--- src/rtl/gate_pair_tester.sv ---
// gate_pair_tester: exhaustive sweep and NAND response checker for 2-input gates.
// Optional GATE_PAIR_TESTER_STOP_ON_FAIL_EN ends the sweep at the first mismatch.
module gate_pair_tester #(
  parameter int WIDTH  = 2,
  parameter int SETTLE = 1
) (
  input  logic               clk,
  input  logic               rst_n,
  input  logic               start,
  input  logic [WIDTH-1:0]   dut_out,
  output logic [WIDTH-1:0]   a_o,
  output logic [WIDTH-1:0]   b_o,
  output logic               busy,
  output logic               done,
  output logic               pass,
  output logic [2*WIDTH:0]   err_count,
  output logic [2*WIDTH-1:0] first_fail
);

  localparam int VW   = 2 * WIDTH;
  localparam int CW   = VW + 1;
  localparam int CNTW = (SETTLE > 1) ? $clog2(SETTLE) : 1;

  typedef enum logic [1:0] {
    IDLE,
    APPLY,
    CHECK,
    DONE
  } state_t;

  state_t state, state_nx;

  logic [VW-1:0]   v;
  logic [CNTW-1:0] cnt;
  logic            go;
  logic            settled;
  logic            miss;
  logic            last;
  logic            stop;

  assign a_o  = v[WIDTH-1:0];
  assign b_o  = v[VW-1:WIDTH];
  assign busy = (state == APPLY) || (state == CHECK);
  assign done = (state == DONE);
  assign pass = done && (err_count == '0);

  assign go      = start && ((state == IDLE) || (state == DONE));
  assign settled = (cnt == CNTW'(SETTLE - 1));
  assign last    = &v;
  assign miss    = (state == CHECK) &&
                   (dut_out != ~(a_o & b_o));

`ifdef GATE_PAIR_TESTER_STOP_ON_FAIL_EN
  assign stop = miss;
`else
  assign stop = 1'b0;
`endif

  always_ff @(posedge clk or negedge rst_n) begin
    if (!rst_n) begin
      state <= IDLE;
    end else begin
      state <= state_nx;
    end
  end

  always_comb begin
    state_nx = state;
    unique case (1'b1)
      (state == IDLE):  if (start) state_nx = APPLY;
      (state == APPLY): if (settled) state_nx = CHECK;
      (state == CHECK): state_nx = (last || stop) ? DONE : APPLY;
      (state == DONE):  if (start) state_nx = APPLY;
      default:          state_nx = IDLE;
    endcase
  end

  // Sweep datapath: vector index, settle counter and result capture
  always_ff @(posedge clk or negedge rst_n) begin
    if (!rst_n) begin
      v          <= '0;
      cnt        <= '0;
      err_count  <= '0;
      first_fail <= '0;
    end else if (go) begin
      v          <= '0;
      cnt        <= '0;
      err_count  <= '0;
      first_fail <= '0;
    end else begin
      if (state == APPLY) begin
        cnt <= settled ? '0 : cnt + CNTW'(1);
      end
      if (state == CHECK) begin
        if (miss) begin
          err_count <= err_count + CW'(1);
          if (err_count == '0) first_fail <= v;
        end
        if (!last && !stop) v <= v + VW'(1);
      end
    end
  end

endmodule

--- config.mk ---
export PLATFORM = sky130hd
export DESIGN_NAME = gate_pair_tester
export DESIGN_NICKNAME = d
export VERILOG_FILES = /design/src/rtl/gate_pair_tester.sv
export SDC_FILE = /design/constraint.sdc
export NUM_CORES = 1
export LEC_CHECK = 0
export BUFFER_PORTS_ARGS = -buffer_cell sky130_fd_sc_hd__buf_2
export CAP_MARGIN = 20
export CELL_PAD_IN_SITES_DETAIL_PLACEMENT = 1
export CELL_PAD_IN_SITES_GLOBAL_PLACEMENT = 1
export CORE_MARGIN = 1.5
export CORE_UTILIZATION = 35
export DETAILED_ROUTE_END_ITERATION = 10
export PLACE_DENSITY_LB_ADDON = 0.1
export SYNTH_ARGS = -nofsm -noshare
export SYNTH_HDL_FRONTEND = slang
export SYNTH_SLANG_ARGS = --single-unit
--- constraint.sdc ---
create_clock -name clk -period 1.3 [get_ports clk]
set_input_delay 0 -clock clk [delete_from_list [all_inputs] [get_ports clk]]
set_output_delay 0 -clock clk [all_outputs]
set_load 0.02 [all_outputs]
==> results.md <==
Global routing:
- The number of antenna violations at the first check in global routing is 0.
- The residual overflow from global routing is 0.
- The first-pass GRT wire length is 4150 um.
- The maximum number of pins on one net before global-route repair is 16.
- The via count of the first global-routing pass is 914.
- The global-route usage over all layers is 20.7%.

Worst hold path:
- The worst min-delay path startpoint is start.
- The hold path endpoint is state[0].
- Counting instances, the worst hold path has a depth of 3.
- The path class of the tightest hold or removal check is in -> reg.

STA:
- The final count of hold timing violations is 0.
- The final worst-path cycle share is 111%.
- For the pin with the worst max-slew slack, the measured transition is 0.378 ns.
- The final count of pins violating max slew is 0.
- Setup repair after global routing could not meet its margin everywhere.
- The clock arrives with 0.00643 ns of skew.
- Timing would allow up to 0.692 GHz.
- For the final routed database, the setup TNS stands at -0.857 ns.
- The final setup slack of the worst path is -0.145 ns.
- Setup violations remaining at the end of the flow were counted as 10.
- The time the worst path needs with I/O delays and setup is 1.45 ns.
- Headroom to the max-slew limit came out at 74.8%.

Worst setup path:
- The worst setup path is launched from a flop.
- The maximum fanout along the worst path is 3.
- The delay of the slowest critical-path stage is 0.42 ns.
- The internal reg-to-reg setup slack is -0.12 ns.
- The number of cells on the worst reg-to-reg path is 7.
- The worst endpoint required time is 1.30 ns.
- The startpoint identified for the worst register-to-register timing path is err_count[1].
- Walking the worst path, the cells encountered are inv_2, ha_4, nor4b_4, and2_4, buf_6.
- At the worst endpoint, the arrival time is 1.45 ns.
- The capture instance of the worst register-to-register path is first_fail[1].
- STA classifies the critical path endpoint as an output port.
- The critical path in this run is classified as reg -> out.
- The critical-path cell with the highest stage delay is sky130_fd_sc_hd__dfrtp_2.

Finish:
- The count of placed standard cells in the final layout, fillers left out is 171.
- In the layout the commonest cells are 22 x sky130_fd_sc_hd__buf_4, 19 x sky130_fd_sc_hd__buf_2, 9 x sky130_fd_sc_hd__dfrtp_1.
- The area growth from synthesis to layout is 56.9%.
- The antenna diode instance count is 0.
- The most common cell after layout, fill and taps aside is sky130_fd_sc_hd__buf_4.
- The total number of nets in the final design is 154.
- The finished cells cover 1410 um2.
- The post-route netlist has 62.4% of its cells at a drive strength greater than 1.

Die:
- The number of I/O pins is 21.
- The die width is 53.7 um.
- The number of standard-cell rows in the floorplan is 18.
- The floorplan step defined a die boundary enclosing 2890 um2.
- The die extent in y is 53.7 um.
- The core region is 2450 um2.
- The effective utilization at floorplan is 36.7%.

Detailed routing:
- The post-detailed-route wirelength per cell is 16.3 um.
- The vias per cell is 5.12.
- The via count is 875.
- The number of remaining DRC errors is 0.
- For this run, the detailed router's first-pass iteration total came to 3.
- The count of nets left with antenna violations once routing finished came out at 0.
- Summed over all layers, the routed wires come to 2780 um.
- The DRC marker count from the first detailed-route iteration is 6.

CTS:
- The maximum buffer depth of the clock tree is 2.
- The clock root buffer master is sky130_fd_sc_hd__clkbuf_4.
- The TritonCTS clock tree is yes.
- After clock tree synthesis, the clock-pin slew on the worst setup and hold paths is 0.10 ns.
- The number of buffers created by CTS is 3.
- The worst-skew pair later-pin latency is 0.29 ns.
- The deepest level of the CTS H-tree is 1.
- The clock sink count is 15.

Power:
- The leakage power total is 0.684 nW.
- Of the total power, combinational logic draws 62.9%.
- The internal power is 0.00147 W.
- Across the VDD grid, the largest voltage drop is 1270 uV.
- Of the total power, the clock network draws 11.0%.
- In this run switching power makes up 44.2% of total power.
- The cell area power density is 1860 nW/um2.
- The reported net switching power is 0.00116 W.
- The relative contribution of sequential cells to total power is 26.1%.
- The power after layout is 0.00263 W.

Place:
- The setup slack after placement is -0.0842 ns.
- The post-detailed-placement half-perimeter wirelength is 1910 um.
- The instance area at placement is 1180 um2.
- The number of placed instances with taps included is 158.
- At the end of routability-driven placement, the weighted congestion stood at 0.810.
- Buffers placed on the I/O ports in this run total 20.

Logic synthesis:
- The Yosys warning count is 0.
- The number of enable flip-flop cells after synthesis is 0.
- The gate count of the mapped netlist is 94.
- The distinct cell type count after synthesis is 28.
- The post-synthesis area per instance is 9.58 um2.
- The synthesized design spends more area on one cell type than any other, namely sky130_fd_sc_hd__dfrtp_1.
- The most used flip-flop cell after synthesis is sky130_fd_sc_hd__dfrtp_1.
- The number of nets produced by synthesis is 106.
- In the post-synthesis netlist, the biggest area contributors are sky130_fd_sc_hd__dfrtp_1 42%, sky130_fd_sc_hd__ha_1 9.7%, sky130_fd_sc_hd__nand3_1 5.6%.
- The fraction of post-synthesis cell area in the top cell type by area is 41.7%.
- After synthesis, the share of flip-flops with an asynchronous set or reset is 100%.
- The total of flip-flops plus latches after synthesis is 15.
- The fraction of the yosys area taken by sequential cells is 41.7%.
- The post-synthesis instance area is 901 um2.

Outcome:
- The final reports fail on negative setup slack.
- The run finished, with violations left.

Run:
- The number of max-cap violations is 0.
## per-stage QoR
| stage | utilization [%] | hold WS [ns] |
|---|---|---|
| floorplan | - | -0.296 |
| global placement | 48.1 | -0.0617 |
| detailed placement | 48.1 | -0.0588 |
| CTS | 54.8 | 0.0559 |
| global route | 57.6 | 0.0827 |
| finish | 57.6 | 0.0692 |
## how the worst max path moves through the flow
| stage | start | endpoint | slack, ns | cells after the start |
|---|---|---|---|---|
| 3_3_place_gp | v[1] | err_count[2] | -0.04 | 4 |
| 6_report | err_count[1] | pass | -0.15 | 5 |
| 2_1_floorplan | v[1] | err_count[3] | -0.06 | 4 |
| 3_5_place_dp | v[1] | err_count[3] | -0.08 | 4 |
| 4_1_cts | err_count[0] | pass | -0.14 | 5 |
| 5_1_grt | err_count[1] | pass | -0.22 | 5 |
## sequential cells by signal (all words and copies together), names as in the netlist
signal      flops
err_count       5
first_fail      4
v               4
state           2
## Yosys cell counts (2+ instances only)
master	number
sky130_fd_sc_hd__nor2_1	5
sky130_fd_sc_hd__a31oi_1	2
sky130_fd_sc_hd__a21oi_1	9
sky130_fd_sc_hd__a41o_1	2
sky130_fd_sc_hd__nand2_1	7
sky130_fd_sc_hd__xor2_1	2
sky130_fd_sc_hd__ha_1	7
sky130_fd_sc_hd__and2_1	3
sky130_fd_sc_hd__a21boi_2	2
sky130_fd_sc_hd__o21ai_0	4
sky130_fd_sc_hd__nand3_1	10
sky130_fd_sc_hd__dfrtp_1	15
sky130_fd_sc_hd__nor3_1	3
sky130_fd_sc_hd__inv_1	6
sky130_fd_sc_hd__o21ai_1	4
## routing by layer
layer | vias to the layer above | track usage [%] | wire length [um] | part of all wire [%]
li1 | 430 | - | - | -
met1 | 428 | 25.5 | 1170 | 42
met2 | 13 | 35.4 | 1520 | 55
met3 | 4 | 2.50 | 52 | 1.9
met4 | 0 | 10.3 | 36 | 1.3
met5 | - | 0 | 0 | 0
## final cells by class
type,count,area (um2)
clock buffers,4,26.3
multi-input cells,71,641
fillers,283,1040
inverters,6,22.5
repair buffers,45,304
flip-flops and latches,15,383
well taps,30,37.5
## repair_timing
| item | in CTS | in global routing |
|---|---|---|
| pin swaps | 10 | 10 |
| resized for setup | 20 | 16 |
| hold buffers | 1 | 0 |
| setup buffers | 8 | 0 |
| endpoints found under the setup margin | 10 | 15 |
| endpoints found under the hold margin | 15 | 0 |
## critical path: cells and delay by family (launching register included)
family                   cells  cell delay [ns]
buffers and inverters        2             0.18
flip-flops                   1             0.42
adder cells (fa/ha/maj)      1             0.12
AND/OR/NAND/NOR              2             0.43
## power by group through the flow
stage	clock, W	combinational, W	sequential [W]
4_1_cts	0.000305	0.00151	0.000682
5_1_grt	0.000323	0.00182	0.000698
2_1_floorplan	0	0.000680	0.000787
3_3_place_gp	0	0.00126	0.000671
3_5_place_dp	0	0.00130	0.000681
6_report	0.000290	0.00165	0.000686
## cell families (layout without fill, tap and decap cells)
| group | after synthesis | after routing | synth area share [%] |
|---|---|---|---|
| simple gates | 36 | 36 | 22.4 |
| fa+ha+maj | 7 | 7 | 9.72 |
| mux | 1 | 1 | 1.11 |
| xor+xnor | 2 | 2 | 1.94 |
| compound gates | 25 | 25 | 19.7 |
| flops | 15 | 15 | 41.7 |
| buf+inv | 8 | 55 | 3.47 |
No activity file was read; power rests on OpenSTA's default activity.
